<file path="config.mk">
export PLATFORM = sky130hd
export DESIGN_NAME = fifo_ctrl
export DESIGN_NICKNAME = d
export VERILOG_FILES = /design/src/rtl/fifo_ctrl.sv
export SDC_FILE = /design/constraint.sdc
export NUM_CORES = 1
export LEC_CHECK = 0
export ABC_AREA = 1
export BUFFER_PORTS_ARGS = -buffer_cell sky130_fd_sc_hd__buf_2
export CORE_MARGIN = 2
export CORE_UTILIZATION = 40
export CTS_CLUSTER_SIZE = 8
export DETAILED_ROUTE_END_ITERATION = 7
export HOLD_SLACK_MARGIN = 0.03
export PLACE_DENSITY = 0.67
export SETUP_SLACK_MARGIN = 0.15
export SLEW_MARGIN = 20
export SYNTH_ARGS = -nofsm -noshare
export SYNTH_HDL_FRONTEND = slang
export SYNTH_SLANG_ARGS = --single-unit
</file>
<file path="constraint.sdc">
create_clock -name clock -period 2.3 [get_ports clock]
set_input_delay 0.46 -clock clock [delete_from_list [all_inputs] [get_ports clock]]
set_output_delay 0.46 -clock clock [all_outputs]
set_load 0.02 [all_outputs]
</file>
<file path="src/rtl/fifo_ctrl.sv">
// fifo_ctrl: pointer/flag controller that turns a dual-port RAM into a
// synchronous FIFO. Write data goes straight from the producer into the RAM.
// This block only sequences the RAM ports and tracks occupancy.
//
// Optional feature: define FIFO_ERR_FLAGS_EN to add the sticky overflow and
// underflow flags and their ports.
//
// Ports:
//   clock      rising-edge clock
//   reset      asynchronous, active-high reset
//   clear      synchronous flush; wins over push/pop in the same cycle
//   push/pop   producer/consumer requests
//   wren, wraddress  RAM write port drive
//   rden, rdaddress  RAM read port drive
//   data_valid RAM data_out holds the word popped in the previous cycle
//   full/empty occupancy flags (registered, no path from push/pop)
//   usedw      words stored, 0..mem_depth
//   overflow/underflow  sticky error flags (FIFO_ERR_FLAGS_EN only)
module fifo_ctrl #(
  parameter int unsigned mem_depth = 32,
  localparam int unsigned AW = $clog2(mem_depth)
) (
  input  logic          clock,
  input  logic          reset,
  input  logic          clear,
  input  logic          push,
  input  logic          pop,
  output logic          wren,
  output logic [AW-1:0] wraddress,
  output logic          rden,
  output logic [AW-1:0] rdaddress,
  output logic          data_valid,
  output logic          full,
  output logic          empty,
  output logic [AW:0]   usedw
`ifdef FIFO_ERR_FLAGS_EN
 ,output logic          overflow,
  output logic          underflow
`endif
);

  localparam logic [AW:0] DEPTH = (AW+1)'(mem_depth);

  logic [AW-1:0] wr_ptr;
  logic [AW-1:0] rd_ptr;
  logic [AW:0]   count_next;
  logic          pop_ok;
  logic          push_ok;

  // Acceptance: a full FIFO takes a push only alongside a pop; an empty FIFO
  // never pops, so there is no fall-through.
  always_comb begin
    pop_ok  = pop & ~empty;
    push_ok = push & (~full | pop_ok);
  end

  // RAM port drive; clear and reset suppress both strobes.
  always_comb begin
    wren      = push_ok & ~clear & ~reset;
    rden      = pop_ok & ~clear & ~reset;
    wraddress = wr_ptr;
    rdaddress = rd_ptr;
  end

  // Next occupancy; unchanged when both or neither request is accepted.
  always_comb begin
    count_next = usedw;
    unique case ({push_ok, pop_ok})
      2'b10:   count_next = usedw + (AW+1)'(1);
      2'b01:   count_next = usedw - (AW+1)'(1);
      default: count_next = usedw;
    endcase
  end

  // Pointers, occupancy, flags and read-data-valid tracking.
  always_ff @(posedge clock or posedge reset) begin
    if (reset) begin
      wr_ptr     <= '0;
      rd_ptr     <= '0;
      usedw      <= '0;
      full       <= 1'b0;
      empty      <= 1'b1;
      data_valid <= 1'b0;
    end else if (clear) begin
      wr_ptr     <= '0;
      rd_ptr     <= '0;
      usedw      <= '0;
      full       <= 1'b0;
      empty      <= 1'b1;
      data_valid <= 1'b0;
    end else begin
      // Power-of-two depth: natural overflow of AW bits gives the wrap.
      if (push_ok) wr_ptr <= wr_ptr + AW'(1);
      if (pop_ok)  rd_ptr <= rd_ptr + AW'(1);
      usedw      <= count_next;
      full       <= (count_next == DEPTH);
      empty      <= (count_next == '0);
      data_valid <= pop_ok;
    end
  end

`ifdef FIFO_ERR_FLAGS_EN
  // Sticky error flags; cleared only by reset or clear.
  always_ff @(posedge clock or posedge reset) begin
    if (reset) begin
      overflow  <= 1'b0;
      underflow <= 1'b0;
    end else if (clear) begin
      overflow  <= 1'b0;
      underflow <= 1'b0;
    end else begin
      if (push & ~push_ok) overflow  <= 1'b1;
      if (pop & empty)     underflow <= 1'b1;
    end
  end
`else
  // Rejected requests are silently dropped; no error state is kept.
`endif

endmodule

</file>
; Word level (Yosys, flattened, before mapping)
; Cells that the tools add are included.
[op_classes]
add_sub_neg = 4
eq_ne = 3
muxes = 9
n_bitwise = 11
reduce_logical = 3
[ops]
columns = operator, count
row1 = two-way mux 5 bit, 4
row2 = one-hot mux 6 bit (2 select lines), 1
row3 = "adder 5 x 1 -> 5 bit, second input constant", 2
row4 = "adder 6 x 1 -> 6 bit, second input constant", 1
row5 = AND 1 bit, 6
row6 = "== test 6 bit, second input constant", 1
row7 = logical NOT 6 bit, 1
row8 = two-way mux 6 bit, 1
row9 = "subtractor 6 x 1 -> 6 bit, second input constant", 1
row10 = NOT 1 bit, 4
row11 = nonzero test 2 bit, 2
row12 = two-way mux 1 bit, 3
row13 = "== test 2 x 1 -> 1 bit, second input constant", 1
row14 = "== test 2 bit, second input constant", 1
row15 = OR 1 bit, 1
[word_totals]
register_bits = 19
in_bits = 5
out_inout_bits = 21
wordCells = 36

; Logic depth before layout (Yosys ltp)
; Gate-level depths: netlist of run 1.
[logic_depth]
depth_word = 8
ltp_mapped = 19
mapped_depth_nobuf = 18

; Worst setup path after synthesis of run 1
; OpenSTA, ideal clock, no wires.
[synth_path]
kind = register -> register
startpoint = register empty
endpoint = register full
setup_ps = 69
arrival_time_ps = 2451
required_ps = 2231
path_slack_ps = -220
stages_incl_launch_ff = 17
n_path_buf = 1
period_less_slack_ps = 2520
cell_sequence = dfstp_2 -> nor2_1 -> inv_1 -> nand2_1 -> nand2_2 -> ha_1 -> buf_6 -> nand2_1 -> inv_2 -> nor2_4 -> ha_1 -> a21o_1 -> o21ai_0 -> nand3_1 -> nor2_4 -> nand2_2 -> nor2_2
[synth_via]
elab_chain_cells = 8
word_cells_on_any_way = 9
cone_classes = eq/ne: 3 / mux: 2 / bitwise: 4
[synth_rtl]
columns = element, line
row1 = from (decl), 34  ; output logic empty,
row2 = from (signal assigned), 97  ; empty <= (count_next == '0);
row3 = NOT 1 bit (*), 53  ; pop_ok = pop & ~empty;
row4 = AND 1 bit (*), 53
row5 = OR 1 bit, 54  ; push_ok = push & (~full | pop_ok);
row6 = AND 1 bit, 54
row7 = == test 2 x 1 -> 1 bit / == test 2 bit (equally long branches), 68  ; unique case ({push_ok, pop_ok})
row8 = one-hot mux 6 bit (2 select lines) (*), 68
row9 = == test 6 bit (*), 96  ; full <= (count_next == DEPTH);
row10 = two-way mux 1 bit (*), 84  ; end else if (clear) begin
row11 = to (signal assigned), 96
row12 = to (decl), 33  ; output logic full,
; Mark *: on every way between the ends. The rest lies on a longest branch, timed or not.
; A chain may end at the register's enable or synchronous reset.

; Final worst setup path of run 1
; Ends and elaborated chain as after synthesis.

==> results.md, run 1 <==
- Crit path kind: flop to flop
- Max Clock Skew: 0.00130 ns
- Vias in the first global route: 1023
- Row count: 20
- IO buf count: 25
- Static Leak: 0.820 nW
- GR Overflow Total: 0
- Clk Latency, worst-skew pair: 0.29 ns
- Post-layout nets: 205
- DRC: 0
- Cell area power density: 783 nW/um^2
- Fill cell count: 312
- Core footprint: 3000 um^2
- Synth unique cells: 24
- Post-DP HPWL: 2130 um
- Setup TNS: 0 ns
- CP Capture Type: flop
- CP arrival: 2.34 ns
- Critical-path maximum fanout: 3
- Sequential fraction of the synthesis area: 38.4%
- Ports: 26
- Yosys warnings: 0
- Die Height: 59.7 um
- Total track usage: 16.9%
- #FFs+latches synth: 19
- Final Hold Viols: 0
- Non-Filler Instances: 227
- H-tree depth: 1
- Die Wd: 59.7 um
- Max Slew Vio Count: 0
- Root buffer cell: clkbuf_4
- Crit-path cells: nor2_4, inv_2, nand2_2, nand2_4, ha_4, nand2_4, inv_2, nor2_4, ha_4, a21o_4, nand3_2, nand2_1, nand2_1, nand3_2, nand2_4, nand2_2, nor2_2
- TritonCTS clock tree: done
- Hold buffers post-CTS: 0
- Worst setup path start: empty
- Placed insts: 221
- Max incr delay on CP: 0.58 ns
- Die ar.: 3560 um^2
- Initial DRC count: 57
- Gp weighted congestion: 0.891
- Rel. slew slack: 51.6%
- Avg Inst Size Synth: 7.57 um^2
- Pin slew with the least headroom to its limit: 0.725 ns
- Area added between synthesis and finish: 24.5%
- MaxCap Viol Count: 0
- Initial core utilization: 41.3%
- Setup violations, final: 0
- Crit start category: flop
- Antenna violations before repair: 0
- Status: complete, no violations
- Worst r2r src: empty
- WL final: 2820 um
- Total Power: 1.21 mW
- Clk pin slew, worst setup/hold paths: 0.10 ns
- Class of the worst hold path: primary input to async pin
- Clock sink count: 19
- Final worst-path cycle share: 91.7%
- Drt pass-1 iters: 4
- Synthesized area: 1240 um^2
- Cell mode on critical path: nand2_4
- Fin crit period: 2.11 ns
- Largest net degree at the start of global routing: 20
- Mapped Nets: 174
- First-pass GRT wire length: 4510 um
- Vias: 1127
- Slowest CP cell: dfstp_2
- Max Fclk: 0.474 GHz
- Mapped Cells: 164
- Max IR drop VDD: 0.000372 V
- FF+latch area: 477 um^2
- Area used by multi-input combinational logic: 741 um^2
- ANT cells: 0
- CP top delay family: simple AND/OR/NAND/NOR gates
- Num CTS Buffers: 3
- Antenna viol nets, final: 0
- Clock Path Buffers: 2
- Layout cells sized above 1: 36.6%
- RSZ-0062 raised after global routing: yes
- CP required: 2.53 ns
- Drt wl/cell: 12.4 um
- Worst path bufs/invs: 2
- Via/cell ratio: 4.96
==> path summary, 6_finish.rpt <==
check                          endpoint  slack, ns  depth (start not counted)
max in group asynchronous  rdaddress[1]       1.55                          2
min reg2reg                rdaddress[4]       0.47                          1
min                        rdaddress[0]       0.29                          2
max reg2reg                        full       0.19                         17
min in group clock             usedw[3]       0.46                          2
max                                full       0.19                         17
==> cells in the final DEF (no fill, tap or decap) <==
master / n
nand2_1: 32
buf_2: 25
inv_1: 18
dfrtp_1: 18
nand3_1: 17
nor2_1: 12
o21ai_0: 9
nand3_2: 7
inv_2: 6
nor2_4: 5
nand2_2: 5
xnor2_1: 5
a21oi_1: 4
nand2_4: 4
nor2_2: 4
buf_4: 4
ha_1: 3
clkbuf_4: 3
nor3_1: 2
o21ai_1: 2
ha_4: 2
a21o_4: 1
a21oi_2: 1
o21ai_4: 1
or2_2: 1
clkbuf_1: 1
dfstp_2: 1
buf_8: 1
==> timing repair <==
| item | CTS | global route |
|---|---|---|
| gates resized for setup | 0 | 13 |
| setup endpoints to repair | 0 | 6 |
| setup buffers | 0 | 2 |
==> cells by family after synthesis <==
logic type	synth area share [%]
AOI/OAI and AO/OA	7.46
xor gates and xnor gates	3.53
adders and majority gates	5.04
buffers and inverters	9.98
DFF	38.4
and+or+nand+nor	35.6
==> per-stage QoR <==
stage               utilization [%]  worst slack, ns  cell area [um^2]  hold slack [ns]
floorplan                         -           0.0577              1290            0.410
global placement               48.1           0.0456              1440            0.452
detailed placement             48.1         0.000429              1440            0.456
CTS                            49.0            0.155              1470            0.304
global route                   51.5           0.0400              1550            0.347
finish                         51.5            0.192              1550            0.291
==> cell type report <==
class | count | share of cell area [%]
Tap cell | 33 | 2.67
Clock buffer | 4 | 1.70
Inverter | 24 | 5.83
Multi-Input combinational cell | 117 | 47.9
Sequential cell | 19 | 30.9
Timing Repair Buffer | 30 | 11.0
==> power by group <==
group	internal (mW)	switching, mW	leakage, nW
Clock	0.0674	0.0983	0.0150
Sequential	0.381	0.0684	0.256
Combinational	0.230	0.364	0.550
Total	0.679	0.531	0.820
==> per-layer routing <==
metal	vias up	part of all wire (%)	GRT usage (%)
met5	-	0	0
met4	0	0.67	6.67
met3	4	3.2	1.73
met2	20	53	28.9
met1	528	43	21.8
li1	575	-	-
==> synthesized netlist by cell type <==
| cell type | count | area (um^2) |
|---|---|---|
| a21o_1 | 1 | 7.51 |
| dfstp_2 | 1 | 26.3 |
| nor3_1 | 2 | 10.0 |
| ha_1 | 5 | 62.6 |
| nand2_1 | 34 | 128 |
| inv_1 | 20 | 75.1 |
| buf_6 | 1 | 11.3 |
| nand2_4 | 1 | 11.3 |
| nand2_2 | 6 | 37.5 |
| clkbuf_1 | 1 | 3.75 |
| clkbuf_8 | 1 | 13.8 |
| dfrtp_1 | 18 | 450 |
| buf_2 | 1 | 5.00 |
| or2_2 | 1 | 6.26 |
| o21ai_1 | 1 | 5.00 |
| o21ai_0 | 11 | 55.1 |
| nand3_2 | 4 | 40.0 |
| a21oi_1 | 5 | 25.0 |
| nor2_2 | 3 | 18.8 |
| nand3_1 | 20 | 100 |
| inv_2 | 4 | 15.0 |
| nor2_4 | 3 | 33.8 |
| nor2_1 | 15 | 56.3 |
| xnor2_1 | 5 | 43.8 |
==> worst register-to-register path, stage by stage, from the launching register on <==
cell and delay [ns]:
dfstp_2 0.58, nor2_4 0.05, inv_2 0.06, nand2_2 0.06, nand2_4 0.07, ha_4 0.18
nand2_4 0.05, inv_2 0.07, nor2_4 0.04, ha_4 0.15, a21o_4 0.20, nand3_2 0.08
nand2_1 0.05, nand2_1 0.08, nand3_2 0.09, nand2_4 0.10, nand2_2 0.05, nor2_2 0.10
==> registers in the layout (all words and copies together) (netlist names) <==
name,count
usedw,6
rdaddress,5
wraddress,5
data_valid,1
empty,1
full,1
Power figures use the tool's default switching activity.
==> run 2: changes to the inputs <==
--- a/config.mk
+++ b/config.mk
@@ -8,11 +8,11 @@
 export ABC_AREA = 1
 export BUFFER_PORTS_ARGS = -buffer_cell sky130_fd_sc_hd__buf_2
 export CORE_MARGIN = 2
-export CORE_UTILIZATION = 40
+export CORE_UTILIZATION = 45
 export CTS_CLUSTER_SIZE = 8
 export DETAILED_ROUTE_END_ITERATION = 7
 export HOLD_SLACK_MARGIN = 0.03
-export PLACE_DENSITY = 0.67
+export PLACE_DENSITY = 0.73
 export SETUP_SLACK_MARGIN = 0.15
 export SLEW_MARGIN = 20
 export SYNTH_ARGS = -nofsm -noshare
==> run 2 against run 1 <==
Against the previous run: total power grew 1.8%; setup slack lost 0.045 ns; global-route usage grew 0.39 points; critical path type unchanged.
==> results.md, run 2 (same netlist as run 1, synthesis figures left out) <==
- First-pass GRT wire length: 4400 um (-2.4%)
- Max Fclk: 0.464 GHz (-2.1%)
- Antenna viol nets, final: 0 (unchanged)
- Layout Utilization: 58.9% (+7.5 points)
- Setup violations, final: 0 (unchanged)
- R2R cell count: 15 (-2)
- CP required: 2.52 ns (about the same)
- Crit path kind: flop to flop
- Class of the worst hold path: primary input to async pin
- Max Clock Skew: 0.00204 ns (+0.000735 ns)
- GR Overflow Total: 0 (unchanged)
- Clock Power Share: 13.0% (-0.7 points)
- Crit start category: flop
- Antenna violations before repair: 0 (unchanged)
- Vias: 1178 (+4.5%)
- Num CTS Buffers: 3 (unchanged)
- Row count: 19 (-5.0%)
- Post-DP HPWL: 2050 um (-3.8%)
- Status: complete, no violations
- Largest net degree at the start of global routing: 20 (unchanged)
- Critical-path maximum fanout: 6 (+3)
- Max Slew Vio Count: 0 (unchanged)
- Flop pwr share: 36.5% (-0.6 points)
- H-tree depth: 1 (unchanged)
- Max IR drop VDD: 0.000528 V (+42%)
- DRC: 0 (unchanged)
- Largest Register: usedw
- Rel. slew slack: 53.6% (+2.0 points)
- Static Leak: 0.856 nW (+4.3%)
- Max FFs per register: 6 (unchanged)
- Ports: 26 (unchanged)
- ANT cells: 0 (unchanged)
- Setup TNS: 0 ns (unchanged)
- Dpl cell area: 1440 um^2 (-0.17%)
- Cell area power density: 778 nW/um^2 (-0.65%)
- Core footprint: 2690 um^2 (-11%)
- Die Height: 56.5 um (-5.3%)
- Gate power share: 50.5% (+1.3 points)
- Root buffer cell: clkbuf_4
- Sw Share: 43.2% (-0.72 points)
- Vias in the first global route: 1045 (+2.2%)
- Fill cell count: 243 (-22%)
- Initial DRC count: 33 (-42%)
- Layout cells sized above 1: 38.8% (+2.2 points)
- Internal Power: 699 uW (+3.1%)
- Total track usage: 17.3% (+0.39 points)
- Die ar.: 3190 um^2 (-10%)
- Pin slew with the least headroom to its limit: 0.695 ns (-0.0301 ns)
- RSZ-0062 raised after global routing: yes
- Final Hold Viols: 0 (unchanged)
- Die Wd: 56.5 um (-5.3%)
- Gp weighted congestion: 0.965 (+8.2%)
- WL final: 2820 um (about the same)
- Via/cell ratio: 5.08 (+2.3%)
- Clk pin slew, worst setup/hold paths: 0.10 ns (about the same)
- Final worst-path cycle share: 93.6% (+2.0 points)
- Total Power: 1.23 mW (+1.8%)
- Clk Latency, worst-skew pair: 0.28 ns (about the same)
- Initial core utilization: 46.2% (+4.9 points)
- Clock Path Buffers: 2 (unchanged)
- Post-route cell area: 1580 um^2 (+2.4%)
- Fin crit period: 2.15 ns (+0.0451 ns)
- Sw Pwr: 531 uW (about the same)
- Commonest non-fill, non-tap cell in the layout: nand2_1
- Clock sink count: 19 (unchanged)
- IO buf count: 25 (unchanged)
- CP Capture Type: flop
- Post-layout nets: 212 (+3.4%)
- Area added between synthesis and finish: 27.5%
- Drt pass-1 iters: 6 (+2)
- Drt wl/cell: 12.2 um (-2.1%)
- Most frequent cells in the layout: nand2_1 (31), buf_2 (24), inv_1 (18), dfrtp_1 (18), nand3_1 (17)
- TritonCTS clock tree: done
- CP arrival: 2.37 ns (+0.03 ns)
- MaxCap Viol Count: 0 (unchanged)
==> run 2: stage by stage <==
| stage | std cells | setup slack, ns | hold WS [ns] |
|---|---|---|---|
| after floorplan | 164 | 0.0577 | 0.410 |
| after global placement | 219 | 0.0590 | 0.450 |
| after detailed placement | 219 | 0.0149 | 0.458 |
| after CTS | 223 | 0.152 | 0.310 |
| after global routing | 232 | 0.0519 | 0.360 |
| final | 232 | 0.147 | 0.286 |
==> run 2: layer usage <==
| layer | GRT usage (%) | up-vias | part of all wire, % |
|---|---|---|---|
| met1 | 22.1 | 559 | 42 |
| met2 | 29.9 | 26 | 54 |
| met3 | 1.61 | 4 | 3.2 |
| met5 | 0 | - | 0 |
| li1 | - | 589 | - |
| met4 | 6.80 | 0 | 0.89 |
==> run 2: timing repair <==
| item | CTS | global route |
|---|---|---|
| setup buffers | 0 | 9 |
| gates resized for setup | 0 | 12 |
| endpoints found under the setup margin | 0 | 5 |
| hold buffers | 0 | 0 |
==> run 2: worst paths after layout <==
path	startpoint	to	slack, ns
max	empty	full	0.15
min	reset	rdaddress[0]	0.29
max reg2reg	empty	full	0.15
min reg2reg	rdaddress[4]	rdaddress[4]	0.48
max in group asynchronous	reset	wraddress[2]	1.57
min in group clock	clear	usedw[3]	0.44
==> run 2: critical path, stage by stage, from the launching register on <==
cell and delay, ns:
dfstp_2 0.57, nor2_4 0.05, inv_2 0.05, nand2_2 0.06, nand2_4 0.08, ha_4 0.19
nor2_4 0.06, nor2_4 0.14, ha_4 0.13, a21o_1 0.18, a21oi_2 0.09, o21ai_2 0.07
nand3_1 0.12, nor2_4 0.14, nand2_2 0.05, nor2_2 0.09
==> run 2: cell type report <==
cell class	count	area, um^2	share of cell area (%)
Multi-Input combinational cell	117	729	46.1
Sequential cell	19	477	30.1
Timing Repair Buffer	37	221	14.0
Inverter	24	90.1	5.69
Tap cell	31	38.8	2.45
Clock buffer	4	26.3	1.66
==> run 2: power groups by stage <==
stage | logic [mW] | clock network, mW | registers (mW)
global route | 0.682 | 0.183 | 0.455
CTS | 0.523 | 0.166 | 0.446
global placement | 0.515 | 0 | 0.451
floorplan | 0.364 | 0 | 0.496
detailed placement | 0.521 | 0 | 0.453
finish | 0.622 | 0.160 | 0.449
